===== src/rtl/mem_arb_pkg.sv =====
// rtl/mem_arb_pkg.sv - shared owner and arbitration state types for the RAM port arbiters
package mem_arb_pkg;

    typedef enum logic {
        OWN_A = 1'b0,
        OWN_B = 1'b1
    } owner_t;

    typedef enum logic [1:0] {
        ARB    = 2'd0,
        LOCK_A = 2'd1,
        LOCK_B = 2'd2
    } arb_state_t;

endpackage


===== src/rtl/rr_pick2.sv =====
// rtl/rr_pick2.sv - two-way round-robin pick with lock override, one-hot grant
module rr_pick2
    import mem_arb_pkg::*;
(
    input  logic       i_a_req,
    input  logic       i_b_req,
    input  owner_t     i_prio,
    input  arb_state_t i_st,
    output logic [1:0] o_gnt
);

    // bit 0 grants A, bit 1 grants B; a lock hands the port to its owner only
    always_comb begin
        o_gnt = 2'b00;
        case (i_st)
            LOCK_A: o_gnt[0] = i_a_req;
            LOCK_B: o_gnt[1] = i_b_req;
            default: begin
                if (i_a_req && (!i_b_req || i_prio == OWN_A)) begin
                    o_gnt = 2'b01;
                end else if (i_b_req) begin
                    o_gnt = 2'b10;
                end
            end
        endcase
    end

endmodule


===== src/rtl/mem_port_arbiter.sv =====
// rtl/mem_port_arbiter.sv - shares RAM port 1 between CPU LSU and debug loader
module mem_port_arbiter
    import mem_arb_pkg::*;
#(
    parameter int W = 32,
    parameter int L = 128
) (
    input  logic                 clk,
    input  logic                 rst,
    input  logic                 a_req,
    input  logic                 a_wr,
    input  logic                 a_lock,
    input  logic [$clog2(L)-1:0] a_addr,
    input  logic [W-1:0]         a_wdata,
    input  logic                 b_req,
    input  logic                 b_wr,
    input  logic                 b_lock,
    input  logic [$clog2(L)-1:0] b_addr,
    input  logic [W-1:0]         b_wdata,
    output logic                 a_gnt,
    output logic                 b_gnt,
    output logic                 a_rvalid,
    output logic                 b_rvalid,
    output logic [W-1:0]         a_rdata,
    output logic [W-1:0]         b_rdata,
    output logic                 ram_wr_ena,
    output logic [$clog2(L)-1:0] ram_addr,
    output logic [W-1:0]         ram_wr_data,
    input  logic [W-1:0]         ram_rd_data
);

    arb_state_t r_st;
    owner_t     r_prio;
    owner_t     r_rd_owner;
    logic       r_rd_pend;
    logic [1:0] w_pick;
    logic       w_a_rd;
    logic       w_b_rd;

    // Requests are masked while reset is held so no access reaches the RAM
    rr_pick2 u_pick (
        .i_a_req (a_req & ~rst),
        .i_b_req (b_req & ~rst),
        .i_prio  (r_prio),
        .i_st    (r_st),
        .o_gnt   (w_pick)
    );

    assign a_gnt  = w_pick[0];
    assign b_gnt  = w_pick[1];
    assign w_a_rd = a_gnt & ~a_wr;
    assign w_b_rd = b_gnt & ~b_wr;

    // Winner's fields drive the RAM port; idle port presents all zeros
    always_comb begin
        ram_wr_ena  = 1'b0;
        ram_addr    = '0;
        ram_wr_data = '0;
        if (a_gnt) begin
            ram_wr_ena  = a_wr;
            ram_addr    = a_addr;
            ram_wr_data = a_wdata;
        end else if (b_gnt) begin
            ram_wr_ena  = b_wr;
            ram_addr    = b_addr;
            ram_wr_data = b_wdata;
        end
    end

    // Round-robin pointer and lock FSM; pointer frozen while locked, handed over on unlock
    always_ff @(posedge clk) begin
        if (rst) begin
            r_st   <= ARB;
            r_prio <= OWN_A;
        end else begin
            case (r_st)
                ARB: begin
                    if (a_gnt) begin
                        r_prio <= OWN_B;
                        if (a_lock) r_st <= LOCK_A;
                    end else if (b_gnt) begin
                        r_prio <= OWN_A;
                        if (b_lock) r_st <= LOCK_B;
                    end
                end
                LOCK_A: begin
                    if (a_gnt && !a_lock) begin
                        r_st   <= ARB;
                        r_prio <= OWN_B;
                    end
                end
                LOCK_B: begin
                    if (b_gnt && !b_lock) begin
                        r_st   <= ARB;
                        r_prio <= OWN_A;
                    end
                end
                default: r_st <= ARB;
            endcase
        end
    end

    // Read tag: remembers who owns the RAM data arriving next cycle
    always_ff @(posedge clk) begin
        if (rst) begin
            r_rd_pend  <= 1'b0;
            r_rd_owner <= OWN_A;
        end else begin
            r_rd_pend  <= w_a_rd | w_b_rd;
            r_rd_owner <= b_gnt ? OWN_B : OWN_A;
        end
    end

    // A response whose cycle coincides with reset is dropped rather than delivered
    always_comb begin
        a_rvalid = r_rd_pend & (r_rd_owner == OWN_A) & ~rst;
        b_rvalid = r_rd_pend & (r_rd_owner == OWN_B) & ~rst;
        a_rdata  = a_rvalid ? ram_rd_data : '0;
        b_rdata  = b_rvalid ? ram_rd_data : '0;
    end

endmodule


===== config.mk =====
export PLATFORM = sky130hd
export DESIGN_NAME = mem_port_arbiter
export DESIGN_NICKNAME = d
export VERILOG_FILES = /design/src/rtl/mem_arb_pkg.sv /design/src/rtl/rr_pick2.sv /design/src/rtl/mem_port_arbiter.sv
export SDC_FILE = /design/constraint.sdc
export NUM_CORES = 1
export LEC_CHECK = 0
export ABC_CLOCK_PERIOD_IN_PS = 5600
export BUFFER_PORTS_ARGS = -buffer_cell sky130_fd_sc_hd__buf_2
export CAP_MARGIN = 10
export CORE_AREA = 8 8 81 83
export DETAILED_ROUTE_END_ITERATION = 6
export DIE_AREA = 0 0 89 91
export PLACE_DENSITY = 0.83
export RECOVER_POWER = 50
export SYNTH_ARGS = -nofsm -noshare
export SYNTH_HDL_FRONTEND = slang
export SYNTH_SLANG_ARGS = --single-unit

===== constraint.sdc =====
create_clock -name clk -period 5.6 [get_ports clk]
set_input_delay 0.84 -clock clk [delete_from_list [all_inputs] [get_ports clk]]
set_output_delay 0.84 -clock clk [all_outputs]
set_load 0.005 [all_outputs]

==> impl_metrics.py, run 1 <==
metrics = {
    "status": {
        "status": "finished clean",
    },
    "setup_path": {
        "cp.required_ps": 4760,
        "rr_startpoint": "r_st[0]",
        "cp-startpoint": "rst",
        "crit_type": "in -> out",
        "critPathMaxFanout": 46,
        "cp-end-kind": "output pin",
        "critPathLaunchType": "primary input",
        "rrSetupSlack_ps": 3220,
        "cp_data_arrival_time_ps": 2710,
    },
    "yosys": {
        "post-synth-top-count-cell": "and2_1",
        "synth-seq-cells": 5,
        "syn_inst": 163,
        "synthSimpleGateAreaFrac": 0.424,
        "synth_top_family_by_area": "simple AND/OR/NAND/NOR gates",
        "synth-async-reset-ratio": 0,
        "syn_area_um2": 1190,
        "synth_edf_count": 0,
        "avgSynthCellArea_um2": 7.33,
        "synthTopCellsByArea": "and2_1 34%, a22o_1 29%, dfxtp_1 8.4%",
        "synth_xor_area_frac": 0,
        "yosys.area_share.adder": 0.0314,
        "synth_top_flop_cell": "dfxtp_1",
        "ys_seq_area_frac": 0.0838,
        "synth_mux_area_frac": 0.0178,
        "synth.net_count": 284,
        "yosysTopAreaCell": "and2_1",
        "synth_compound_area_frac": 0.363,
        "synth_top_area_frac": 0.335,
        "netlist_top_cells_count": "64 x and2_1, 40 x a22o_1, 8 x buf_2",
        "synth_cell_types": 31,
        "yosys_warnings": 0,
    },
    "layout": {
        "area_delta_synth_final_pct": 98.3,
        "nNetsFinal": 502,
        "register_area_um2": 100,
        "num_antenna_cells": 0,
        "multiInputGateArea_um2": 991,
        "drive_gt1_frac": 0.558,
        "num-fill-cells": 559,
        "final_area_um2": 2370,
    },
    "clocking": {
        "numClockSinks": 5,
        "clkLatencyLatePin_ps": 220,
        "postCtsResizedCells": 0,
        "cts_tree": "done",
        "clock-root-buffer": "clkbuf_8",
        "cts_setup_buffers": 0,
        "clk_pin_slew_ps": 30,
        "ctsHoldBuffers": 0,
        "clock_path_buffers": 2,
        "htree_levels": 1,
        "cts_inserted_buffers": 3,
    },
    "grt": {
        "grt_usage": 0.170,
        "grt_pass1_vias": 2134,
        "grt_remaining_overflow": 0,
        "grt_max_degree": 47,
        "antenna_found_initial": 0,
        "grt_pass1_wl_um": 11000,
    },
    "floorplanning": {
        "start_util": 0.224,
        "fp.dieH_um": 91,
        "die_area_um2": 8100,
        "boundaryPins": 226,
        "core.rowCount": 27,
        "core_um2": 5340,
        "die_width_um": 89,
    },
    "placement": {
        "routabilityCongestion": 0.854,
        "dpl_cell_area_um2": 2370,
        "io_buffers": 225,
        "pre_cts_ws_ps": 2200,
        "dp_hpwl_um": 6940,
    },
    "sta": {
        "rsz0062_at_grt": "false",
        "period_needed_ps": 3550,
        "fin_ws_ps": 2050,
        "fin_skew_ps": 0.313,
        "hold_violations": 0,
        "setup_viol": 0,
        "min_period_over_period": 0.633,
        "final.setup.tns_ps": 0,
        "fmax_mhz": 282,
        "slew_viol_final": 0,
        "slew_headroom": 0.336,
        "worst_slew_pin_slew_ps": 996,
    },
    "routing": {
        "vias_per_cell": 4.55,
        "drcViolationCount": 0,
        "first_pass_iters": 4,
        "ant_nets": 0,
        "wirelength_um": 7720,
        "vias": 2057,
        "drt_iter0_drc": 18,
        "post_drt_wl_per_cell_um": 17.1,
    },
    "power_and_ir_drop": {
        "leakagePower_uw": 0.00146,
        "ir_drop_uv": 52.6,
        "p_per_area_nw_per_um2": 115,
    },
    "min_path": {
        "min_from": "r_prio",
        "min_path_type": "reg -> reg",
    },
    "run": {
        "max-cap-violations": 0,
    },
}
[state kept, by name, indices dropped and copies added (netlist names)]
name / count
r_rd_pend: 1
r_prio: 1
r_st: 2
r_rd_owner: 1
[cell usage in the layout, fill, tap and decap left out, drive strengths merged, types with 3 or more instances in the layout]
cell and count:
ha 3, clkbuf 26, buf 205, nand2 4
inv 5, and2 64, dfxtp 5, nand2b 3
a22o 40
[path summary, 6_finish.rpt]
path         depth (start not counted)         endpoint
max reg2reg                          8          r_st[0]
min reg2reg                          2           r_prio
min                                  2           r_prio
max                                  8  ram_wr_data[23]
[report_power, final]
part	internal, µW	total, µW	switching, µW
Combinational	87.0	165	77.8
Sequential	39.0	41.3	2.24
Clock	48.8	66.0	17.1
[stage by stage]
stage	hold slack, ps	power (µW)	utilization	std cells
after floorplan	457	119	-	163
after global placement	478	207	0.444	448
after detailed placement	493	211	0.444	448
after CTS	497	279	0.453	452
after global routing	538	294	0.444	452
final	504	272	0.444	452
[per-layer routing]
metal | vias up | share of wire | GRT usage
met5 | - | 0 | 0
met1 | 889 | 0.31 | 0.147
met4 | 0 | 0.0054 | 0.0319
met3 | 4 | 0.16 | 0.0838
li1 | 1020 | - | -
met2 | 144 | 0.52 | 0.335
[area by class of cell]
| class | instances | share of cell area |
|---|---|---|
| Clock buffer | 4 | 0.0190 |
| Inverter | 7 | 0.0137 |
| Multi-Input combinational cell | 137 | 0.418 |
| Sequential cell | 5 | 0.0422 |
| Tap cell | 72 | 0.0380 |
| Timing Repair Buffer | 227 | 0.469 |
[kinds of logic (layout without fill, tap and decap cells)]
| family | Yosys count | count (layout) |
|---|---|---|
| adder cells (fa/ha/maj) | 3 | 3 |
| AND/OR/NAND/NOR | 81 | 81 |
| multiplexers | 2 | 2 |
| buffers and inverters | 21 | 238 |
| flip-flops | 5 | 5 |
| AO/OA/AOI/OAI | 51 | 51 |
[critical path: stages]
cell      delay, ps
clkbuf_1        210
nand2b_1        190
or3b_1          250
clkinv_4        290
nor2_2          200
buf_4           370
a22o_1          200
buf_2           130
Note: power is estimated with default switching activity, not from simulation.
==> inputs of run 2 (changes only) <==
ABC_CLOCK_PERIOD_IN_PS = 3550   (was 5600)
CORE_AREA = default   (was 8 8 81 83)
CORE_ASPECT_RATIO = 0.6   (was default)
CORE_MARGIN = 8   (was default)
CORE_UTILIZATION = 26   (was default)
DIE_AREA = default   (was 0 0 89 91)
PLACE_DENSITY = 0.91   (was 0.83)
clock period = 3.55 ns   (was 5.6 ns; I/O delays follow)
==> run 2 against run 1 <==
Compared with the run above:
- routed wire length decreased by 7.1%
- die area down 12%
- first-iteration DRC count grew to 5.1 times the previous value
- via count is 0.24% lower
- clock skew rose by 2.9 ps
- final cell count fell by 2.0%
- largest cell class unchanged
==> impl_metrics.py, run 2 (synthesis results as in run 1) <==
metrics = {
    "layout": {
        "finish.utilization": 0.524,
        "num-fill-cells": 459,
        "regMostFlops": "r_st",
        "largest_register_ffs": 2,
        "area_delta_synth_final_pct": 96.9,
        "drive_gt1_frac": 0.539,
        "final_cell_mix": "195 x buf_2, 50 x and2_1, 40 x a22o_1",
        "nNetsFinal": 502,
        "final_area_um2": 2350,
        "num_antenna_cells": 0,
        "final_common_cell": "buf_2",
    },
    "setup_path": {
        "cp-end-kind": "output pin",
        "cp_data_arrival_time_ps": 2700,
        "crit_type": "reg -> out",
        "critPathMaxFanout": 46,
        "critPathLaunchType": "flip-flop",
        "cp.required_ps": 3020,
    },
    "clocking": {
        "cts_tree": "done",
        "clkLatencyLatePin_ps": 220,
        "clock_path_buffers": 2,
        "clk_pin_slew_ps": 40,
        "cts_inserted_buffers": 3,
        "htree_levels": 1,
        "cts_setup_buffers": 0,
        "ctsHoldBuffers": 0,
        "numClockSinks": 5,
        "clock-root-buffer": "clkbuf_8",
        "postCtsResizedCells": 0,
    },
    "grt": {
        "antenna_found_initial": 0,
        "grt_usage": 0.178,
        "grt_pass1_wl_um": 10600,
        "grt_remaining_overflow": 0,
        "grt_pass1_vias": 2054,
        "busiest_layer": "met2",
        "use_met1": 0.184,
        "grt_util_met2": 0.357,
        "gr-usage-met3": 0.0575,
        "grt_max_degree": 47,
    },
    "power_and_ir_drop": {
        "p_per_area_nw_per_um2": 182,
        "leakagePower_uw": 0.00142,
        "ir_drop_uv": 139,
        "p_total_uw": 429,
    },
    "sta": {
        "period_needed_ps": 3230,
        "holdWs_ps": 501,
        "slew_viol_final": 0,
        "fmax_mhz": 309,
        "final.setup.tns_ps": 0,
        "setup_viol": 0,
        "fin_skew_ps": 3.23,
        "rsz0062_at_grt": "false",
        "hold_violations": 0,
        "worst_slew_pin_slew_ps": 977,
        "min_period_over_period": 0.910,
        "slew_headroom": 0.348,
    },
    "floorplanning": {
        "boundaryPins": 226,
        "die_area_um2": 7090,
        "core.rowCount": 19,
        "die_width_um": 104,
        "core_um2": 4490,
        "start_util": 0.266,
        "fp.dieH_um": 68.5,
    },
    "routing": {
        "post_drt_wl_per_cell_um": 16.2,
        "drcViolationCount": 0,
        "ant_nets": 0,
        "drt_iter0_drc": 91,
        "wirelength_um": 7170,
        "vias_per_cell": 4.63,
        "first_pass_iters": 4,
        "vias": 2052,
    },
    "placement": {
        "dpl_cell_area_um2": 2360,
        "io_buffers": 225,
        "routabilityCongestion": 0.924,
        "dp_hpwl_um": 6360,
    },
    "status": {
        "status": "finished clean",
    },
    "run": {
        "max-cap-violations": 0,
    },
    "min_path": {
        "min_path_type": "reg -> reg",
    },
}
[run 2: cell count changes in the layout (fill, tap and decap cells not counted), sizes merged]
cell | before | now
buf | 205 | 196
clkbuf | 26 | 35
[run 2: cell type report]
cell class	count	area, µm²	share of cell area
flip-flops and latches	5	100	0.0426
multi-input cells	137	995	0.423
well taps	63	78.8	0.0335
repair buffers	227	1100	0.468
clock buffers	4	45.0	0.0191
inverters	7	32.5	0.0138
[run 2: worst max-delay path, stage by stage, from the launching register on]
cell and delay [ps]:
dfxtp_1 340, inv_1 80, ha_1 370, and3b_1 210, or3b_1 480, clkinv_4 290, nor2_2 90, buf_4 260
a22o_1 230, buf_2 130
[run 2: power breakdown]
part	total (µW)	internal, µW	switching [µW]	leakage [µW]
clock network	105	77.1	27.6	0.0000228
logic	260	137	123	0.00135
registers	64.8	61.6	3.20	0.0000409
[run 2: layer usage]
| metal | vias to the layer above | part of all wire |
|---|---|---|
| li1 | 1018 | - |
| met1 | 945 | 0.36 |
| met2 | 77 | 0.57 |
| met3 | 12 | 0.065 |
| met4 | 0 | 0.010 |
| met5 | - | 0 |
[run 2: worst paths after layout]
check / from / depth (start not counted) / to / slack (ps)
worst max-delay path: r_st[0] / 9 / ram_wr_data[1] / 320
worst min-delay path: r_prio / 2 / r_prio / 500
worst max register to register: r_st[0] / 8 / r_st[0] / 1200
worst min register to register: r_prio / 2 / r_prio / 500
[run 2: stage by stage]
step | setup WS [ps] | cells
after floorplan | 1210 | 163
after global placement | 705 | 439
after detailed placement | 646 | 439
after CTS | 402 | 443
after global routing | 134 | 443
final | 318 | 443
==> inputs of run 3 (changes only) <==
BUFFER_PORTS_ARGS = default   (was -buffer_cell sky130_fd_sc_hd__buf_2)
CORE_AREA = 8 8 81 83   (was default)
CORE_ASPECT_RATIO = default   (was 0.6)
CORE_MARGIN = default   (was 8)
CORE_UTILIZATION = default   (was 26)
DIE_AREA = 0 0 89 91   (was default)
DONT_BUFFER_PORTS = 1   (was default)
PLACE_DENSITY = 0.46   (was 0.91)
==> run 3 against run 2 <==
Compared with the run above:
- clock power hardly changed
- combinational power fell by 46%
- global-route usage down 5.7 points
- hold slack worse by 130 ps
- cell area is 46% lower
- die area up 14%
- critical path depth fell by 1
- worst setup slack better by 150 ps
- critical endpoint is now ram_wr_data[12]
- highest routed layer unchanged
==> impl_metrics.py, run 3 (synthesis results as in run 1) <==
metrics = {
    "status": {
        "status": "finished clean",
    },
    "sta": {
        "slew_viol_final": 0,
        "fin_ws_ps": 472,
        "worst_slew_pin_slew_ps": 1010,
        "final.setup.tns_ps": 0,
        "hold_violations": 0,
        "rsz0062_at_grt": "false",
        "period_needed_ps": 3080,
        "min_period_over_period": 0.867,
        "slew_headroom": 0.328,
        "fin_skew_ps": 1.63,
        "setup_viol": 0,
        "fmax_mhz": 325,
    },
    "layout": {
        "instances_no_fill": 227,
        "area_delta_synth_final_pct": 7.02,
        "largest_register_ffs": 2,
        "drive_gt1_frac": 0.0645,
        "final_cell_mix": "51 x and2_0, 40 x a22o_1, 13 x and2_1",
        "nNetsFinal": 277,
        "regMostFlops": "r_st",
        "final_common_cell": "and2_0",
        "num_antenna_cells": 0,
        "num-fill-cells": 589,
    },
    "floorplanning": {
        "die_area_um2": 8100,
        "fp.dieH_um": 91,
        "core.rowCount": 27,
        "die_width_um": 89,
        "boundaryPins": 226,
        "core_um2": 5340,
        "start_util": 0.224,
    },
    "grt": {
        "grt_remaining_overflow": 0,
        "antenna_found_initial": 0,
        "grt_pass1_wl_um": 7690,
        "grt_usage": 0.121,
        "grt_pass1_vias": 1278,
        "grt_max_degree": 47,
    },
    "clocking": {
        "cts_inserted_buffers": 3,
        "cts_setup_buffers": 0,
        "numClockSinks": 5,
        "clock_path_buffers": 2,
        "postCtsResizedCells": 0,
        "htree_levels": 1,
        "clkLatencyLatePin_ps": 220,
        "ctsHoldBuffers": 0,
        "cts_tree": "done",
        "clk_pin_slew_ps": 30,
        "clock-root-buffer": "clkbuf_8",
    },
    "power_and_ir_drop": {
        "internal-power_uw": 197,
        "p_comb_frac": 0.450,
        "leakagePower_uw": 0.000476,
        "clockPowerShare": 0.341,
        "p_per_area_nw_per_um2": 243,
        "swShare": 0.366,
        "switchingPower_uw": 114,
        "ir_drop_uv": 153,
        "power_frac_seq": 0.208,
    },
    "run": {
        "max-cap-violations": 0,
    },
    "placement": {
        "dp_hpwl_um": 5310,
        "io_buffers": 0,
        "placed_cells": 223,
        "pre_cts_ws_ps": 771,
        "routabilityCongestion": 0.799,
    },
    "setup_path": {
        "rrSetupSlack_ps": 1230,
        "crit_path_end": "ram_wr_data[12]",
        "cp-end-kind": "output pin",
        "critPathMaxFanout": 46,
        "reg2reg_depth": 8,
        "crit_type": "reg -> out",
        "cp.required_ps": 3020,
        "cp_data_arrival_time_ps": 2550,
        "cp-startpoint": "r_st[0]",
        "rr_startpoint": "r_st[0]",
        "critPathLaunchType": "flip-flop",
        "r2r_end": "r_st[0]",
        "critPathMaxStageDelay_ps": 470,
        "critPathSlowestCell": "or3b_1",
        "path_cells": "inv_1 -> ha_1 -> and3b_1 -> or3b_1 -> clkinv_4 -> nor2_2 -> buf_4 -> a22o_1",
    },
    "routing": {
        "wirelength_um": 5950,
        "drcViolationCount": 0,
        "drt_iter0_drc": 13,
        "first_pass_iters": 3,
        "ant_nets": 0,
        "vias_per_cell": 5.84,
        "post_drt_wl_per_cell_um": 26.2,
        "vias": 1326,
    },
    "min_path": {
        "min_path_type": "in -> reg",
    },
}
[run 3: layer usage]
metal,up-vias,global-route usage,share of wire
li1,568,-,-
met1,615,0.123,0.35
met2,138,0.224,0.49
met3,5,0.0514,0.16
met4,0,0.0166,0.0042
met5,-,0,0
[run 3: per-stage QoR]
stage | hold slack [ps] | power (µW) | cell area [µm²] | utilization
2_1_floorplan | 457 | 187 | 1190 | -
3_3_place_gp | 485 | 210 | 1240 | 0.233
3_5_place_dp | 486 | 210 | 1240 | 0.233
4_1_cts | 366 | 318 | 1290 | 0.242
5_1_grt | 363 | 329 | 1280 | 0.240
6_report | 370 | 310 | 1280 | 0.240
[run 3: layout make-up]
type	instances	area [µm²]	share of cell area
Multi-Input combinational cell	137	1000	0.782
Sequential cell	5	100	0.0783
Tap cell	72	90.1	0.0704
Clock buffer	4	45.0	0.0352
Inverter	7	32.5	0.0254
Timing Repair Buffer	2	11.3	0.00881
[run 3: worst max-delay path, delay by kind of cell, from the launching register on]
family	cells	cell delay [ps]
AO/OA/AOI/OAI	1	270
AND/OR/NAND/NOR	3	750
buffers and inverters	3	610
adder cells (fa/ha/maj)	1	350
flip-flops	1	340
[run 3: how the worst min path moves through the flow]
stage	from	end	slack, ps	depth (start not counted)
4_1_cts	rst	r_st[0]	370	1
3_3_place_gp	r_prio	r_prio	490	2
2_1_floorplan	r_prio	r_prio	460	2
3_5_place_dp	r_prio	r_prio	490	2
5_1_grt	rst	r_st[0]	360	1
6_report	rst	r_st[0]	370	1
[run 3: power by group through the flow]
stage | Combinational [µW] | Clock (µW) | Sequential, µW
after floorplan | 123 | 0 | 64.7
after global placement | 145 | 0 | 65.6
after detailed placement | 144 | 0 | 65.6
after CTS | 145 | 108 | 64.7
after global routing | 151 | 113 | 65.3
final | 140 | 106 | 64.6
